===== src/rtl/conv_pkg.sv =====
// Shared types and helpers for the sequential convolution cores.
package conv_pkg;

    typedef enum logic [1:0] {IDLE, MAC, NORM, HOLD} state_t;

    // Accumulator wide enough that K*K full-width products never wrap.
    function automatic int acc_w(input int k, input int w);
        return 2 * w + $clog2(k * k + 1) + 1;
    endfunction

    // Clamp a sign-extended value into the signed range of a w-bit result.
    function automatic logic signed [127:0] sat_w(input logic signed [127:0] v, input int w);
        logic signed [127:0] hi;
        logic signed [127:0] lo;
        hi = (128'sd1 <<< (w - 1)) - 128'sd1;
        lo = -(128'sd1 <<< (w - 1));
        if (v > hi)
            return hi;
        else if (v < lo)
            return lo;
        else
            return v;
    endfunction

endpackage


===== src/rtl/conv_mac.sv =====
// Single signed multiply-accumulate with synchronous clear.
module conv_mac #(
    parameter int DATA_WIDTH = 16,
    parameter int ACC_W      = 37
) (
    input  logic                    clk,
    input  logic                    rst,
    input  logic                    clear,
    input  logic                    en,
    input  logic [DATA_WIDTH-1:0]   a,
    input  logic [DATA_WIDTH-1:0]   b,
    output logic signed [ACC_W-1:0] acc
);

    logic signed [2*DATA_WIDTH-1:0] prod;
    logic signed [ACC_W-1:0]        prod_ext;

    assign prod     = $signed(a) * $signed(b);
    assign prod_ext = $signed({{(ACC_W - 2 * DATA_WIDTH){prod[2*DATA_WIDTH-1]}}, prod});

    always_ff @(posedge clk) begin
        if (rst || clear)
            acc <= '0;
        else if (en)
            acc <= acc + prod_ext;
    end

endmodule


===== src/rtl/conv_core_kxk_seq.sv =====
// K x K convolution core with one time-multiplexed MAC and valid/ready on both sides.
// Optional build macro CONV_RELU_EN clamps negative results to zero.
module conv_core_kxk_seq
    import conv_pkg::*;
#(
    parameter int KERNEL     = 3,
    parameter int DATA_WIDTH = 16,
    parameter int FRAC_BITS  = 8
) (
    input  logic                                 clk,
    input  logic                                 rst,
    input  logic                                 Valid_In,
    output logic                                 Ready_In,
    input  logic [KERNEL*KERNEL*DATA_WIDTH-1:0]  Data_In,
    input  logic [KERNEL*KERNEL*DATA_WIDTH-1:0]  Kernel_In,
    input  logic [DATA_WIDTH-1:0]                Bias,
    output logic [DATA_WIDTH-1:0]                Data_Out,
    output logic                                 Valid_Out,
    input  logic                                 Ready_Out
);

    localparam int TAPS  = KERNEL * KERNEL;
    localparam int W     = DATA_WIDTH;
    localparam int ACC_W = acc_w(KERNEL, DATA_WIDTH);
    localparam int NW    = ACC_W + 1;
    localparam int CW    = $clog2(TAPS + 1);
    localparam logic [NW-1:0] RND = NW'((64'd1 << FRAC_BITS) >> 1);

    state_t                  state, state_nx;
    logic [TAPS-1:0][W-1:0]  pix, wgt;
    logic [W-1:0]            bias_q;
    logic [CW-1:0]           cnt;
    logic signed [ACC_W-1:0] acc;
    logic                    accept;

    logic signed [NW-1:0]    sum, shr;
    logic signed [127:0]     wide;
    logic [W-1:0]            sat_val, norm_val;

    assign Ready_In = (state == IDLE);
    assign accept   = Ready_In && Valid_In;

    always_ff @(posedge clk) begin
        if (rst)
            state <= IDLE;
        else
            state <= state_nx;
    end

    always_comb begin
        state_nx = state;
        case (state)
            IDLE: if (Valid_In) state_nx = MAC;
            MAC:  if (cnt == CW'(TAPS - 1)) state_nx = NORM;
            NORM: state_nx = HOLD;
            HOLD: if (Ready_Out) state_nx = IDLE;
            default: state_nx = IDLE;
        endcase
    end

    conv_mac #(.DATA_WIDTH(W), .ACC_W(ACC_W)) u_mac (
        .clk   (clk),
        .rst   (rst),
        .clear (accept),
        .en    (state == MAC),
        .a     (pix[cnt]),
        .b     (wgt[cnt]),
        .acc   (acc)
    );

    // Bias is aligned to the product's 2*FRAC_BITS scale before rounding back down.
    always_comb begin
        sum      = $signed({acc[ACC_W-1], acc})
                 + $signed({{(NW - W){bias_q[W-1]}}, bias_q} << FRAC_BITS)
                 + $signed(RND);
        shr      = sum >>> FRAC_BITS;
        wide     = $signed({{(128 - NW){shr[NW-1]}}, shr});
        sat_val  = W'(sat_w(wide, W));
        norm_val = sat_val;
`ifdef CONV_RELU_EN
        if (sat_val[W-1])
            norm_val = '0;
`endif
    end

    always_ff @(posedge clk) begin
        if (rst) begin
            pix       <= '0;
            wgt       <= '0;
            bias_q    <= '0;
            cnt       <= '0;
            Data_Out  <= '0;
            Valid_Out <= 1'b0;
        end else begin
            case (state)
                IDLE: if (accept) begin
                    pix    <= Data_In;
                    wgt    <= Kernel_In;
                    bias_q <= Bias;
                    cnt    <= '0;
                end
                MAC:  cnt <= cnt + 1'b1;
                NORM: begin
                    Data_Out  <= norm_val;
                    Valid_Out <= 1'b1;
                end
                HOLD: if (Ready_Out) Valid_Out <= 1'b0;
                default: ;
            endcase
        end
    end

endmodule


===== config.mk =====
export PLATFORM = sky130hd
export DESIGN_NAME = conv_core_kxk_seq
export DESIGN_NICKNAME = d
export VERILOG_FILES = /design/src/rtl/conv_pkg.sv /design/src/rtl/conv_mac.sv /design/src/rtl/conv_core_kxk_seq.sv
export SDC_FILE = /design/constraint.sdc
export NUM_CORES = 2
export LEC_CHECK = 0
export ABC_AREA = 1
export CAP_MARGIN = 20
export CORE_UTILIZATION = 43
export DETAILED_ROUTE_END_ITERATION = 10
export GPL_ROUTABILITY_DRIVEN = 1
export GPL_TIMING_DRIVEN = 0
export SETUP_SLACK_MARGIN = 0.3
export SYNTH_ARGS = -nofsm -noshare
export SYNTH_HDL_FRONTEND = slang
export SYNTH_SLANG_ARGS = --single-unit

===== constraint.sdc =====
create_clock -name clk -period 21.9 [get_ports clk]
set_input_delay 3.285 -clock clk [delete_from_list [all_inputs] [get_ports clk]]
set_output_delay 3.285 -clock clk [all_outputs]
set_load 0.01 [all_outputs]

==> Word-level counts from Yosys, hierarchy flattened <==
Cells that the tools add are included.
{ "op_classes": {"n_addsub": 4, "mul": 1, "magnitude_cmp": 3, "n_eq_ne": 8, "muxes": 14, "reduce_logical": 9} }
{ "op_table": {"columns": ["operator", "count"], "rows": [
  ["$bmux 16 s4", 2],
  ["$mux 16", 4],
  ["$add 37x24->38", 1],
  ["$add 38x9->38 const B", 1],
  ["$add 37x32->37", 1],
  ["$mul 16x16->32", 1],
  ["$gt 30x16->1 const B", 1],
  ["$lt 30x16->1 const B", 1],
  ["$pmux 2 s4", 1],
  ["$pmux 4 s2", 1],
  ["$mux 2", 3],
  ["$ne 2x2->1 const B", 3],
  ["$reduce_and 2->1", 3],
  ["$lt 4x5->1 const B", 1],
  ["$add 4x1->4 const B", 1],
  ["$eq 2x2->1 const B", 2],
  ["$eq 4x4->1 const B", 1],
  ["$mux 4", 1],
  ["$reduce_bool 2->1", 2],
  ["$reduce_and 3->1", 1],
  ["$eq 2x1->1 const B", 1],
  ["$logic_not 2->1", 1],
  ["$ne 2x1->1 const B", 1],
  ["$pmux 1 s2", 1],
  ["3 further kinds", 3]
]} }
{ "word_totals": {"reg_bits": 364, "inputBits": 308, "out_inout_bits": 18, "elab_cells": 63} }

==> Depth between registers and ports, before layout <==
{ "depth": {"ltp_word": 5, "ltp_mapped": 36, "ltp_nobuf": 33} }

==> Hierarchy <==
A second synthesis with hierarchy kept.
{ "unflattened": {"hier_cells": 4275, "hier_area_um2": 30206.5} }
{ "by_module_without_submodules": {"columns": ["mod", "instances", "cells_per_inst", "area_per_inst_um2", "seq_area_each_um2"], "rows": [
  ["conv_core_kxk_seq", 1, 2413, 16110.5, 6546.3],
  ["conv_mac", 1, 1862, 14096.0, 740.7]
]} }

==> Worst setup path before layout <==
No wires, ideal clock.
{ "synth_timing": {"kind": "reg2reg", "start": "register cnt[0]", "end": "register u_mac.acc[33]", "setup_time_ns": 0.116, "t_arrival_ns": 6.982, "required_ns": 21.784, "path_slack_ns": 14.801, "stages_incl_launch_ff": 34, "n_path_buf": 3, "period_less_slack_ns": 7.099, "cell_sequence": "dfxtp_1 inv_1 buf_4 clkbuf_1 nor2_1 o221ai_1 o211ai_1 o21ai_1 buf_2 nand2_1 fa_1 inv_1 fa_1 inv_1 fa_1 inv_1 fa_1 fa_1 inv_1 fa_1 inv_1 ha_1 nand2_1 nor2_1 inv_1 nor2_1 inv_1 nor2_1 a2111oi_0 nand2_1 nand2_1 nand3_1 o211ai_1 inv_1"} }
{ "synth_via": {"elab_chain_cells": 4, "elab_cells_between_ends": 6, "classes_between": "add/sub (1); mul (1); mux (4)"} }
{ "synth_lines": {"columns": ["item", "line_no", "rtl"], "rows": [
  ["from (decl)", "conv_core_kxk_seq.sv:32", "logic [CW-1:0] cnt;"],
  ["from (signal assigned)", "conv_core_kxk_seq.sv:102", "MAC: cnt <= cnt + 1'b1;"],
  ["$bmux 16 s4 (on tied branches)", "conv_core_kxk_seq.sv:66, conv_core_kxk_seq.sv:67", null],
  ["$mux 16 (on tied branches)", "conv_core_kxk_seq.sv:66, conv_core_kxk_seq.sv:67", null],
  ["$mul 16x16->32 *", "conv_mac.sv:18", "assign prod = $signed(a) * $signed(b);"],
  ["$add 37x32->37 *", "conv_mac.sv:25", "acc <= acc + prod_ext;"],
  ["to (signal assigned)", "conv_mac.sv:25", null],
  ["to (decl)", "conv_mac.sv:12", "output logic signed [ACC_W-1:0] acc"]
]} }
Every way passes the cells marked *; elsewhere a longest branch is shown, timed or not. The select of a mux whose other input is x is not followed.
A chain may end at the register's enable or synchronous reset.

==> Worst setup path after layout <==
{ "layout_timing": {"start": "register cnt[1]", "end": "register u_mac.acc[29]"} }
Same word-level chain as after synthesis.

==> impl_metrics.csv <==
group,metric,value,unit
route,wire_per_inst,20.12,um
route,num_vias,28210,
cts,cts_buffer_depth,3,
worst_setup_path,crit_type,"reg2reg",
route,routed_wl,107800,um
sta,fmax,0.1100,GHz
cells_and_area,drive_above_1_share,4.018,%
global_routing,met2_usage,48.07,%
cells_and_area,nFillCells,6865,
cts,hold_buffers,0,
worst_setup_path,critical-path-top-delay-family,"adder cells",
sta,tns,0,ns
cells_and_area,post-route-util,52.18,%
cts,worstSkewPairLatency,0.58,ns
global_routing,grt_pass1_vias,27520,
logic_synthesis,ys_seq_area_share,24.54,%
cts,cts.sinks,364,
global_routing,grt_busiest_layer,"met2",
worst_setup_path,worst-path-max-fanout,10,
status,status,"complete, no violations",
logic_synthesis,synth_cells,4084,
sta,period_share,41.53,%
run,cap_violations,0,
sta,slew_viol_final,0,
cts,htreeDepth,2,
logic_synthesis,avgSynthCellArea,7.269,sq um
placement,dp_hpwl,89590,um
cells_and_area,nets,5223,
route,detail-route-antenna-nets,0,
min_path,hold_class,"reg2reg",
cts,cts_setup_buffers,0,
global_routing,globalRouteMet1Util,44.52,%
floorplan,initial_core_util,43.82,%
sta,fin_crit,9.095,ns
global_routing,grt_start_max_net_pins,21,
worst_setup_path,worstPathArrival,9.61,ns
sta,hold_violations,0,
floorplan,dieArea,0.07010,sq mm
logic_synthesis,netlist-cell-type-count,48,
logic_synthesis,ys.flop_type,"dfxtp_1",
placement,port_buffers,325,
floorplan,die_height,264.8,um
placement,gp_congestion,0.9582,
floorplan,core_area,0.06775,sq mm
cells_and_area,synthToLayoutAreaGrowth,19.08,%
worst_setup_path,cp.required,22.42,ns
logic_synthesis,synth_edf_count,0,
cts,cts_tree,"yes",
cts,clkSlewWorstSetupHoldPaths,0.06,ns
worst_setup_path,max_stage_delay,0.75,ns
logic_synthesis,syn-num-nets,4855,
worst_setup_path,crit_path_top_delay_cell,"o21ai_1",
global_routing,grt_pass1_wl,164400,um
placement,dp_slack,12.94,ns
sta,timing.hold.ws,0.4564,ns
sta,setup_slack,12.81,ns
route,drc_errors,0,
route,viasPerCell,5.263,
sta,tightestPinTransition,1.151,ns
cts,cts-root-buf,"clkbuf_16",
floorplan,die_w,264.8,um
sta,finalSetupViolCount,0,
worst_setup_path,critPathLaunchType,"register",
cts,cts_resized,0,
worst_setup_path,end_kind,"register",
sta,rsz0062_at_grt,"no",
route,drt_iter0_drc,2873,
worst_setup_path,crit_path_frequent_cell,"fa_1",
route,dr.pass1.iters,5,
global_routing,grt_usage,31.09,%
sta,finClkSkew,0.02378,ns
cells_and_area,seqCellArea,0.007287,sq mm
floorplan,rows,95,
logic_synthesis,async_reset_ff_share,0,%
global_routing,met3_usage,5.026,%
cts,numCtsBuffers,41,
logic_synthesis,syn_area,0.02969,sq mm
worst_setup_path,worst-path-buf-inv,7,
sta,slew_headroom,22.78,%
logic_synthesis,yosys_warnings,0,
floorplan,pin_count,326,
global_routing,antenna_found_initial,6,
logic_synthesis,ys_ff_latch,364,
cells_and_area,multi_input_comb_area,0.01895,sq mm
global_routing,overflow,0,
==> Yosys cell counts (15+ instances only) <==
master	count	share of area, %
nor2_1	814	10
inv_1	682	8.6
nand2_1	572	7.2
o21ai_0	494	8.3
dfxtp_1	364	25
fa_1	319	22
clkbuf_1	152	1.9
ha_1	144	6.1
a21oi_1	105	1.8
nand3_1	86	1.4
o221ai_1	52	1.5
buf_2	42	0.71
o21ai_1	33	0.56
xor2_1	26	0.77
o211ai_1	20	0.51
nand2_2	19	0.40
nand4_1	19	0.40
xnor2_1	16	0.47
nor3_1	15	0.25
==> layer usage <==
metal / routed length [um] / part of all wire (%) / vias to the layer above
met5: 12 / 0.011 / -
met4: 3348 / 3.1 / 2
met3: 9410 / 8.7 / 180
met2: 46680 / 43 / 1182
met1: 48370 / 45 / 13430
li1: - / - / 13420
==> cell usage in the layout, fill, tap and decap left out, types with 7 or more instances in the layout <==
master	instances
nor2_1	814
inv_1	682
nand2_1	572
o21ai_0	494
dfxtp_1	364
clkdlybuf4s50_1	325
fa_1	319
clkbuf_1	162
ha_1	144
a21oi_1	105
nand3_1	86
o221ai_1	52
buf_2	42
clkbuf_16	42
o21ai_1	33
xor2_1	26
o211ai_1	20
nand2_2	19
nand4_1	19
xnor2_1	16
nor3_1	15
o22ai_1	13
nor2_2	13
a21oi_2	12
buf_1	7
a21o_1	7
clkbuf_8	7
==> state kept, by name (all words and copies together) (netlist names) <==
| signal | cells |
|---|---|
| state | 2 |
| cnt | 4 |
| bias_q | 16 |
| Data_Out | 16 |
| u_mac.acc | 37 |
| Valid_Out | 1 |
| pix | 144 |
| wgt | 144 |
==> layout make-up <==
cell class                      count  share of cell area [%]
Timing Repair Buffer              325                   9.202
Antenna cell                        6                 0.04247
Clock inverter                     12                  0.3362
Sequential cell                   364                   20.61
Clock buffer                       59                   3.352
Multi-Input combinational cell   2824                   53.61
Inverter                          691                   7.344
Buffer                            205                   2.414
Tap cell                          873                   3.090
==> worst min-delay path, delay by kind of cell (launching register included) <==
kind                   cells  cell delay (ns)
flip-flops                 1             0.30
buffers and inverters      1             0.06
AO/OA/AOI/OAI              1             0.05
==> worst paths after layout <==
check        depth (start not counted)  slack, ns                  start                    endpoint
max                                 29      12.81    cnt[1]$_SDFFE_PP0P_  u_mac.acc[29]$_SDFFE_PP0P_
min                                  2       0.46  wgt[131]$_SDFFE_PP0P_       wgt[131]$_SDFFE_PP0P_
min reg2reg                          2       0.46  wgt[131]$_SDFFE_PP0P_       wgt[131]$_SDFFE_PP0P_
max reg2reg                         29      12.81    cnt[1]$_SDFFE_PP0P_  u_mac.acc[29]$_SDFFE_PP0P_
==> logic make-up (layout without fill, tap and decap cells) <==
| family | Yosys count | count (layout) | synth area share [%] |
|---|---|---|---|
| buffers and inverters | 896 | 1292 | 11.62 |
| and+or+nand+nor | 1563 | 1563 | 21.02 |
| DFF | 364 | 364 | 24.54 |
| AOI/OAI and AO/OA | 756 | 756 | 14.00 |
| adders and majority gates | 463 | 463 | 27.58 |
| other | 0 | 6 | 0 |
| xor gates and xnor gates | 42 | 42 | 1.239 |
==> per-stage QoR <==
stage                     cell area (sq um)  std cells
after floorplan                       29690       4084
after global placement                34030       5282
after detailed placement              34030       5282
after CTS                             35340       5353
after global routing                  35350       5357
final                                 35350       5359
Power is not shown: default switching activity piles up to over one toggle a cycle in this logic, so the estimate is an artifact.
